File: config.mk
export PLATFORM = sky130hd
export DESIGN_NAME = serial_frame_sender_flat
export DESIGN_NICKNAME = d
export VERILOG_FILES = /design/src/rtl/sender_pkg.sv /design/src/rtl/serial_frame_sender_if.sv /design/src/rtl/sender_fifo.sv /design/src/rtl/serial_frame_sender.sv /design/src/flat_wrapper.sv
export SDC_FILE = /design/constraint.sdc
export NUM_CORES = 1
export LEC_CHECK = 0
export BUFFER_PORTS_ARGS = -buffer_cell sky130_fd_sc_hd__buf_2
export CORE_UTILIZATION = 35
export CTS_CLUSTER_DIAMETER = 80
export DETAILED_ROUTE_END_ITERATION = 12
export GPL_ROUTABILITY_DRIVEN = 1
export PLACE_DENSITY = 0.49
export SLEW_MARGIN = 20
export SYNTH_ARGS = -nofsm -noshare
export SYNTH_HDL_FRONTEND = slang
export SYNTH_SLANG_ARGS = --single-unit
File: constraint.sdc
create_clock -name clk -period 5.3 [get_ports clk]
set_input_delay 1.06 -clock clk [delete_from_list [all_inputs] [get_ports clk]]
set_output_delay 1.06 -clock clk [all_outputs]
set_load 0.005 [all_outputs]
File: src/rtl/sender_pkg.sv
// Shared types and constants for the serial frame sender.
// Frame length depends on whether the even-parity bit is appended.
package sender_pkg;

    typedef enum logic [1:0] {
        StIdle,
        StShift,
        StGap
    } state_e;

    localparam logic START_BIT  = 1'b1;
    localparam logic IDLE_LEVEL = 1'b0;

    function automatic int unsigned frame_bits(input int unsigned data_w, input bit parity);
        return parity ? data_w + 2 : data_w + 1;
    endfunction

endpackage

File: src/rtl/serial_frame_sender_if.sv
// Host-side word handshake plus serial-line status for serial_frame_sender.
// The host drives through master; the sender sits on slave.
interface serial_frame_sender_if #(
    parameter int unsigned DATA_W = 40
) ();
    logic [DATA_W-1:0] in_data;
    logic              in_valid;
    logic              in_ready;
    logic              sout;
    logic              busy;
    logic              frame_done;

    modport master (
        output in_data, in_valid,
        input  in_ready, sout, busy, frame_done
    );

    modport slave (
        input  in_data, in_valid,
        output in_ready, sout, busy, frame_done
    );
endinterface

File: src/rtl/sender_fifo.sv
// Synchronous first-word-fall-through FIFO; rdata_o shows the head word whenever non-empty.
// Pushes while full are dropped, pops while empty are ignored.
module sender_fifo #(
    parameter int unsigned DATA_W = 40,
    parameter int unsigned DEPTH  = 2
) (
    input  logic              clk_i,
    input  logic              rst_ni,
    input  logic              push_i,
    input  logic [DATA_W-1:0] wdata_i,
    input  logic              pop_i,
    output logic [DATA_W-1:0] rdata_o,
    output logic              full_o,
    output logic              empty_o
);
    localparam int unsigned PTR_W = $clog2(DEPTH);
    localparam logic [PTR_W:0] FULL_CNT = (PTR_W + 1)'(DEPTH);

    logic [DATA_W-1:0] mem_q [DEPTH];
    logic [PTR_W-1:0]  wr_ptr_q, wr_ptr_d, rd_ptr_q, rd_ptr_d;
    logic [PTR_W:0]    count_q, count_d;
    logic              do_push, do_pop;

    assign full_o  = (count_q == FULL_CNT);
    assign empty_o = (count_q == '0);
    assign do_push = push_i && !full_o;
    assign do_pop  = pop_i && !empty_o;
    assign rdata_o = mem_q[rd_ptr_q];

    always_comb begin
        wr_ptr_d = wr_ptr_q;
        rd_ptr_d = rd_ptr_q;
        count_d  = count_q;
        if (do_push) wr_ptr_d = wr_ptr_q + 1'b1;
        if (do_pop)  rd_ptr_d = rd_ptr_q + 1'b1;
        case ({do_push, do_pop})
            2'b10:   count_d = count_q + 1'b1;
            2'b01:   count_d = count_q - 1'b1;
            default: count_d = count_q;
        endcase
    end

    always_ff @(posedge clk_i) begin
        if (!rst_ni) begin
            wr_ptr_q <= '0;
            rd_ptr_q <= '0;
            count_q  <= '0;
        end else begin
            wr_ptr_q <= wr_ptr_d;
            rd_ptr_q <= rd_ptr_d;
            count_q  <= count_d;
        end
    end

    // Storage needs no reset: count_q gates every read of meaningful data.
    always_ff @(posedge clk_i) begin
        if (rst_ni && do_push) mem_q[wr_ptr_q] <= wdata_i;
    end

endmodule

File: src/rtl/serial_frame_sender.sv
// Serial frame transmitter: FIFO-buffered words sent as start bit + payload [+ parity] + gap.
// Define SENDER_PARITY_EN to append an even-parity bit after the payload.
module serial_frame_sender
    import sender_pkg::*;
#(
    parameter int unsigned DATA_W     = 40,
    parameter int unsigned FIFO_DEPTH = 2,
    parameter int unsigned BIT_DIV    = 1,
    parameter int unsigned GAP_BITS   = 1,
    parameter int unsigned MSB_FIRST  = 1
) (
    input logic                  clk,
    input logic                  rst_n,
    serial_frame_sender_if.slave bus
);
`ifdef SENDER_PARITY_EN
    localparam bit PARITY_EN = 1'b1;
`else
    localparam bit PARITY_EN = 1'b0;
`endif
    localparam int unsigned FRAME_BITS = frame_bits(DATA_W, PARITY_EN);
    localparam int unsigned CNT_MAX    = (FRAME_BITS > GAP_BITS) ? FRAME_BITS : GAP_BITS;
    localparam int unsigned CNT_W      = $clog2(CNT_MAX + 1);
    localparam int unsigned DIV_W      = (BIT_DIV > 1) ? $clog2(BIT_DIV) : 1;
    localparam logic [DIV_W-1:0] DIV_LAST = DIV_W'(BIT_DIV - 1);
    localparam logic [CNT_W-1:0] BIT_LAST = CNT_W'(FRAME_BITS - 1);
    localparam logic [CNT_W-1:0] GAP_LAST = CNT_W'((GAP_BITS > 0) ? GAP_BITS - 1 : 0);

    state_e                state_q, state_d;
    logic [FRAME_BITS-1:0] shift_q, shift_d, frame_word;
    logic [DIV_W-1:0]      div_q, div_d;
    logic [CNT_W-1:0]      cnt_q, cnt_d;
    logic                  sout_q, sout_d, done_q, done_d;
    logic                  load, next_frame;
    logic [DATA_W-1:0]     fifo_rdata, data_ord;
    logic                  fifo_full, fifo_empty;

    sender_fifo #(
        .DATA_W (DATA_W),
        .DEPTH  (FIFO_DEPTH)
    ) u_fifo (
        .clk_i   (clk),
        .rst_ni  (rst_n),
        .push_i  (bus.in_valid),
        .wdata_i (bus.in_data),
        .pop_i   (load),
        .rdata_o (fifo_rdata),
        .full_o  (fifo_full),
        .empty_o (fifo_empty)
    );

    // The shifter always emits its MSB, so LSB-first order is a bit reversal at load.
    always_comb begin
        for (int i = 0; i < DATA_W; i++) begin
            data_ord[i] = (MSB_FIRST != 0) ? fifo_rdata[i] : fifo_rdata[DATA_W-1-i];
        end
    end

`ifdef SENDER_PARITY_EN
    assign frame_word = {START_BIT, data_ord, ^fifo_rdata};
`else
    assign frame_word = {START_BIT, data_ord};
`endif

    always_comb begin
        state_d    = state_q;
        shift_d    = shift_q;
        sout_d     = sout_q;
        div_d      = (div_q == DIV_LAST) ? '0 : div_q + 1'b1;
        cnt_d      = cnt_q;
        done_d     = 1'b0;
        next_frame = 1'b0;
        load       = 1'b0;
        case (state_q)
            StIdle: begin
                div_d = '0;
                load  = !fifo_empty;
            end
            StShift: begin
                if (div_q == DIV_LAST) begin
                    if (cnt_q == BIT_LAST) begin
                        done_d = 1'b1;
                        if (GAP_BITS > 0) begin
                            state_d = StGap;
                            cnt_d   = '0;
                            sout_d  = IDLE_LEVEL;
                            shift_d = '0;
                        end else begin
                            next_frame = 1'b1;
                        end
                    end else begin
                        cnt_d   = cnt_q + 1'b1;
                        shift_d = {shift_q[FRAME_BITS-2:0], 1'b0};
                        sout_d  = shift_q[FRAME_BITS-2];
                    end
                end
            end
            StGap: begin
                if (div_q == DIV_LAST) begin
                    if (cnt_q == GAP_LAST) next_frame = 1'b1;
                    else                   cnt_d = cnt_q + 1'b1;
                end
            end
            default: state_d = StIdle;
        endcase

        if (next_frame) begin
            load = !fifo_empty;
            if (fifo_empty) begin
                state_d = StIdle;
                sout_d  = IDLE_LEVEL;
                shift_d = '0;
            end
        end

        // Every load restarts the divider so each frame begins phase-aligned.
        if (load) begin
            state_d = StShift;
            shift_d = frame_word;
            sout_d  = START_BIT;
            div_d   = '0;
            cnt_d   = '0;
        end
    end

    always_ff @(posedge clk) begin
        if (!rst_n) begin
            state_q <= StIdle;
            shift_q <= '0;
            sout_q  <= IDLE_LEVEL;
            div_q   <= '0;
            cnt_q   <= '0;
            done_q  <= 1'b0;
        end else begin
            state_q <= state_d;
            shift_q <= shift_d;
            sout_q  <= sout_d;
            div_q   <= div_d;
            cnt_q   <= cnt_d;
            done_q  <= done_d;
        end
    end

    assign bus.in_ready   = !fifo_full;
    assign bus.sout       = sout_q;
    assign bus.frame_done = done_q;
    assign bus.busy       = (state_q != StIdle) || !fifo_empty;

endmodule
File: src/flat_wrapper.sv
// flat-port wrapper written by rule: the top's interface ports become plain ports
module serial_frame_sender_flat import sender_pkg::*;
#(
    parameter int unsigned DATA_W     = 40,
    parameter int unsigned FIFO_DEPTH = 2,
    parameter int unsigned BIT_DIV    = 1,
    parameter int unsigned GAP_BITS   = 1,
    parameter int unsigned MSB_FIRST  = 1
)
  (clk, rst_n, bus_in_data, bus_in_valid, bus_in_ready, bus_sout, bus_busy, bus_frame_done);
  serial_frame_sender_if #(.DATA_W(DATA_W)) bus_i ();
  input logic clk;
  input logic rst_n;
  input wire logic [$bits(bus_i.in_data)-1:0] bus_in_data;
  input wire logic [$bits(bus_i.in_valid)-1:0] bus_in_valid;
  output wire logic [$bits(bus_i.in_ready)-1:0] bus_in_ready;
  output wire logic [$bits(bus_i.sout)-1:0] bus_sout;
  output wire logic [$bits(bus_i.busy)-1:0] bus_busy;
  output wire logic [$bits(bus_i.frame_done)-1:0] bus_frame_done;
  assign bus_i.in_data = bus_in_data;
  assign bus_i.in_valid = bus_in_valid;
  assign bus_in_ready = bus_i.in_ready;
  assign bus_sout = bus_i.sout;
  assign bus_busy = bus_i.busy;
  assign bus_frame_done = bus_i.frame_done;
  serial_frame_sender #(.DATA_W(DATA_W), .FIFO_DEPTH(FIFO_DEPTH), .BIT_DIV(BIT_DIV), .GAP_BITS(GAP_BITS), .MSB_FIRST(MSB_FIRST)) u_core (.clk(clk), .rst_n(rst_n), .bus(bus_i));
endmodule
After elaboration in Yosys (flattened, before gate mapping). Memories as Yosys holds them, arrays and structs flattened. A register that Yosys moved wholly into a read port is not among the register bits. Index checks and enable logic that the tools add are counted. W data, S select, Z words.

$add $sub $neg: 6. Equality and inequality tests: 9. Muxes and demuxes: 34. Bitwise logic cells: 3. Reduce and logical (&&, ||, !) cells: 17.

Operators with widths (count): $mux W41 (6); $mux W6 (4); $mux W1 (17); $pmux W6 S2 (1); $mux W2 (4); $pmux W2 S2 (2); $add A6 B1 Y6 const B (1); $eq A2 B2 Y1 const B (3); $eq A6 B6 Y1 const B (1); $logic_not A6 Y1 (1); $ne A2 B2 Y1 const B (3); $reduce_bool A2 Y1 (3); $eq A2 B1 Y1 const B (2); $logic_not A2 Y1 (2); $reduce_and A4 Y1 (1); $reduce_or A2 Y1 (2); $reduce_or A4 Y1 (1); $add A1 B1 Y1 const B (3); $logic_and A1 B1 Y1 (3); $not A1 Y1 (3); $reduce_or A3 Y1 (1); $add A2 B1 Y2 const B (1); $logic_not A1 Y1 (2); $sub A2 B1 Y2 const B (1); $logic_or A1 B1 Y1 (1).

Register bits: 56. Memory bits (writable): 80. Output and inout bits: 4. Memories: 1.

Memory list: u_core.u_fifo.mem_q (depth 2, width 40, rd ports 1, clocked after Yosys merged registers in 1, write ports 1, line sender_fifo.sv:19) `logic [DATA_W-1:0] mem_q [DEPTH];`.

Depth between registers and ports, before layout.
Depth after elaboration: 8. Mapped depth: 10. Depth with buffers taken out: 10.

By module. From an unflattened synthesis, not the netlist that was laid out.

Cell total of the unflattened synthesis: 456. Area total of the unflattened synthesis: 5572.8 um^2.

Modules (own cells, without submodules): sender_fifo (times used 1, cells each 150, area an instance 3115.5 um^2, sequential area each 2502.4 um^2); serial_frame_sender (times used 1, cells each 306, area an instance 2457.4 um^2, sequential area each 1021.0 um^2).

Least setup slack after synthesis. OpenSTA, ideal clock, no wires.

Kind: input to register. Start point: input rst_n. End point: memory u_core.u_fifo.mem_q[0][0] (enable). Arrival: 4.252 ns. Data required time: 4.805 ns. Path slack: 0.553 ns. Stages: 2. Path buffers: 1. Cells stage by stage: clkbuf_1 > nor3b_1.

Word-level cells in the longest chain between the ends: 3.

Ends and longest elaborated chain: from (decl) (line flat_wrapper.sv:13) `input logic rst_n;`; $logic_and A1 B1 Y1 (line sender_fifo.sv:57) `if (rst_ni && do_push) mem_q[wr_ptr_q] <= wdata_i;`; $mux W1 (line sender_fifo.sv:57); $mux W1 (implied by the code) (line sender_fifo.sv:57); to (decl) (line sender_fifo.sv:19).

Every way passes these cells.

Worst setup path after layout.
Start point: register u_core.state_q[1]. End point: output bus_busy.

Word-level cells in the longest chain between the ends: 2.

Ends and longest elaborated chain: from (decl) (line serial_frame_sender.sv:29) `state_e state_q, state_d;`; from (signal assigned) (line serial_frame_sender.sv:128) `state_q <= StIdle;`; from (signal assigned) (line serial_frame_sender.sv:135) `state_q <= state_d;`; $reduce_bool A2 Y1 (line serial_frame_sender.sv:147) `assign bus.busy = (state_q != StIdle) || !fifo_empty;`; $logic_or A1 B1 Y1 (line serial_frame_sender.sv:147); to (decl) (line flat_wrapper.sv:18) `output wire logic [$bits(bus_i.busy)-1:0] bus_busy;`.

Every way passes these cells.

==> qor.tcl <==
set qor(route.detailed.vias_per_inst) 5.13
set qor(tritoncts) {built}
set qor(clock.fmax_ghz) 0.417
set qor(area_growth_syn_to_layout_pct) 20.3
set qor(gp_congestion) 0.687
set qor(fp.coreArea_mm2) 0.0146
set qor(finish.net_count) 486
set qor(floorplan.initialDensity_pct) 35.9
set qor(synthAdderAreaFrac_pct) 0.717
set qor(static-leakage-power_nw) 2.35
set qor(cts_buffer_depth) 2
set qor(clk_latency_ns) 0.42
set qor(die_height_um) 124
set qor(synthMuxAreaShare_pct) 8.02
set qor(sequential_share_of_power_pct) 44.0
set qor(dpl.hpwl_um) 5630
set qor(design.portCount) 47
set qor(placement.cell_area_mm2) 0.00567
set qor(grt_pass1_wl_um) 17000
set qor(cts_htree_levels) 4
set qor(p_per_area_mw_per_mm2) 517
set qor(p_comb_share_pct) 18.0
set qor(postRouteAntennaNets) 0
set qor(switch_pwr_uw) 883
set qor(detailroute.via_count) 3267
set qor(postLayoutSetupSlackWorst_ns) 2.90
set qor(max_slew.worst_pin.slew_ns) 0.815
set qor(cellInternalPower_mw) 2.37
set qor(worst-setup-path-type) {register to output pin}
set qor(cp_data_required_time_ns) 4.24
set qor(synth_enable_flop_cells) 80
set qor(number_of_buffers_created_by_cts) 17
set qor(critical_path_arrival_ns) 1.34
set qor(synth_compound_area_share_pct) 11.4
set qor(cts_hold_buffers) 0
set qor(grt_start_max_net_pins) 42
set qor(synth_xor_xnor_area_share_pct) 0.836
set qor(io_buffer_count) 46
set qor(number_of_antenna_violations_at_the_first_check_in_global_routing) 0
set qor(floorplan.die.width_um) 124
set qor(dominant_combinational_cell_family_by_area_after_synthesis) {compound AO/OA/AOI/OAI gates}
set qor(slew-limit-headroom_pct) 45.6
set qor(synthesis.instances) 397
set qor(crit_path_start_kind) {register}
set qor(report.final.slew_viol_count) 0
set qor(synth.net_count) 443
set qor(die-area_mm2) 0.0155
set qor(synth-seq-cells) 136
set qor(setup_viol) 0
set qor(timing.max_cap.violations) 0
set qor(min-delay-path-class) {register to register}
set qor(finalWorstPathRequiredPeriod_ns) 2.40
set qor(routed_wirelength_um) 9890
set qor(finalInstanceArea_mm2) 0.00630
set qor(synth_flop_cell) {edfxtp_1}
set qor(route.detailed.wl_per_inst_um) 15.5
set qor(drt_first_iter_violations) 245
set qor(finalSetupTns_ns) 0
set qor(detail_route.first_pass.iterations) 4
set qor(largest_driver_fanout_on_the_critical_path) 4
set qor(place_worst_setup_slack_ns) 2.52
set qor(mostFrequentLayoutCells) {80 x edfxtp_1, 55 x dfxtp_1, 46 x buf_2}
set qor(global_route.usage.total_pct) 14.4
set qor(outcome) {complete, no violations}
set qor(async_reset_ff_share_pct) 0
set qor(clkSlewWorstSetupHoldPaths_ns) 0.06
set qor(post_synth_instance_area_mm2) 0.00524
set qor(grt.overflow.total) 0
set qor(syn_warnings) 0
set qor(cts_post_setup_buffers_inserted) 0
set qor(grt_setup_unrepaired) {false}
set qor(synth.lib_cells_used.distinct) 40
set qor(detailed_route_drc_error_count) 0
set qor(antenna-diode-count) 0
set qor(worst_vdd_ir_uv) 290
set qor(cts-resized-gates) 0
set qor(category_of_the_worst_setup_path_capture_point) {output pin}
set qor(synth_sequential_area_ratio_pct) 67.3
set qor(synthesized_area_divided_by_synthesized_cell_count_um2) 13.2
set qor(synth_simple_gate_area_share_pct) 9.36
set qor(ctsRootBufferMaster) {clkbuf_16}
set qor(hold_violations) 0
set qor(rows) 44
set qor(layout_commonest_cell) {edfxtp_1}
set qor(clkPwrFrac_pct) 38.0
set qor(switching_fraction_of_total_power_pct) 27.1
set qor(first_global_vias) 3288
set qor(skew_ns) 0.00756
set qor(layout_worst_path_cycle_share_pct) 45.3
set qor(numClockSinks) 136
set qor(drive_gt1_share_pct) 21.6
-- cells in the mapped netlist, types with 2 or more instances --
| cell type | n | share of area (%) |
|---|---|---|
| clkbuf_1 | 23 | 1.6 |
| edfxtp_1 | 80 | 46 |
| dfxtp_1 | 56 | 21 |
| and3_1 | 41 | 4.9 |
| nand3_1 | 4 | 0.38 |
| or3_1 | 2 | 0.24 |
| o21ai_0 | 6 | 0.57 |
| inv_1 | 3 | 0.21 |
| nand3b_1 | 2 | 0.29 |
| a21boi_0 | 2 | 0.29 |
| buf_2 | 5 | 0.48 |
| xnor2_1 | 4 | 0.67 |
| o22ai_1 | 40 | 4.8 |
| a21oi_1 | 44 | 4.2 |
| ha_1 | 3 | 0.72 |
| nand2_1 | 6 | 0.43 |
| mux2i_1 | 42 | 8.0 |
| nor2_1 | 8 | 0.57 |
| and2_1 | 5 | 0.60 |
-- registers in the layout, summed over array words and instances (netlist names), 2 cells and up, named ones only --
| name | flops |
|---|---|
| u_core.state_q | 2 |
| u_core.shift_q | 40 |
| u_core.cnt_q | 6 |
| u_core.u_fifo.mem_q | 80 |
| u_core.u_fifo.count_q | 2 |
-- metrics by stage --
stage               cells  power [mW]  util, %  hold WS, ns
floorplan             397        1.87        -        0.444
global placement      604        2.02     38.7        0.463
detailed placement    605        2.05     38.9        0.461
CTS                   637        3.30     43.2        0.473
global route          637        3.43     43.2        0.508
finish                637        3.26     43.2        0.470
-- power by group through the flow --
stage                     clock network, mW  registers, mW  logic, mW
after floorplan                           0           1.41      0.460
after global placement                    0           1.45      0.570
after detailed placement                  0           1.46      0.593
after CTS                              1.27           1.44      0.596
after global routing                   1.31           1.46      0.659
final                                  1.24           1.43      0.586
-- path summary, 6_finish.rpt --
| path | slack [ns] | endpoint | depth (start not counted) | startpoint |
|---|---|---|---|---|
| setup / recovery | 2.90 | bus_busy | 3 | u_core.state_q[1]$_SDFF_PP0_ |
| hold / removal | 0.47 | u_core.shift_q[0]$_SDFF_PN0_ | 2 | u_core.shift_q[0]$_SDFF_PN0_ |
| setup reg to reg | 2.98 | u_core.u_fifo.count_q[1]$_SDFFE_PN0P_ | 9 | u_core.cnt_q[0]$_SDFFE_PP0P_ |
| hold reg to reg | 0.47 | u_core.shift_q[0]$_SDFF_PN0_ | 2 | u_core.shift_q[0]$_SDFF_PN0_ |
-- worst max-delay path: stages, from the launching register on --
cell,delay (ns)
dfxtp_1,0.35
nor2_1,0.33
nand2_1,0.10
buf_2,0.14
-- layout make-up --
cell class                      instances  area (µm²)
Clock buffer                           17         425
Sequential cell                       136        3520
Tap cell                              184         230
Clock inverter                         15         201
Inverter                                3        11.3
Timing Repair Buffer                   52         295
Fill cell                            1333        8290
Multi-Input combinational cell        230        1610
-- logic make-up (layout without fill, tap and decap cells) --
logic type	count (synthesis)	count (layout)
AO/OA/AOI/OAI	100	100
XOR/XNOR	5	5
adder cells (fa/ha/maj)	3	3
buffers and inverters	31	87
flip-flops	136	136
multiplexers	42	42
other	1	1
AND/OR/NAND/NOR	79	79
-- per-layer routing --
| layer | GRT usage (%) | part of all wire [%] |
|---|---|---|
| met3 | 4.73 | 4.0 |
| met4 | 7.02 | 1.5 |
| met5 | 0 | 0 |
| met2 | 23.1 | 48 |
| met1 | 17.3 | 47 |
Note: power is estimated with default switching activity, not from simulation.
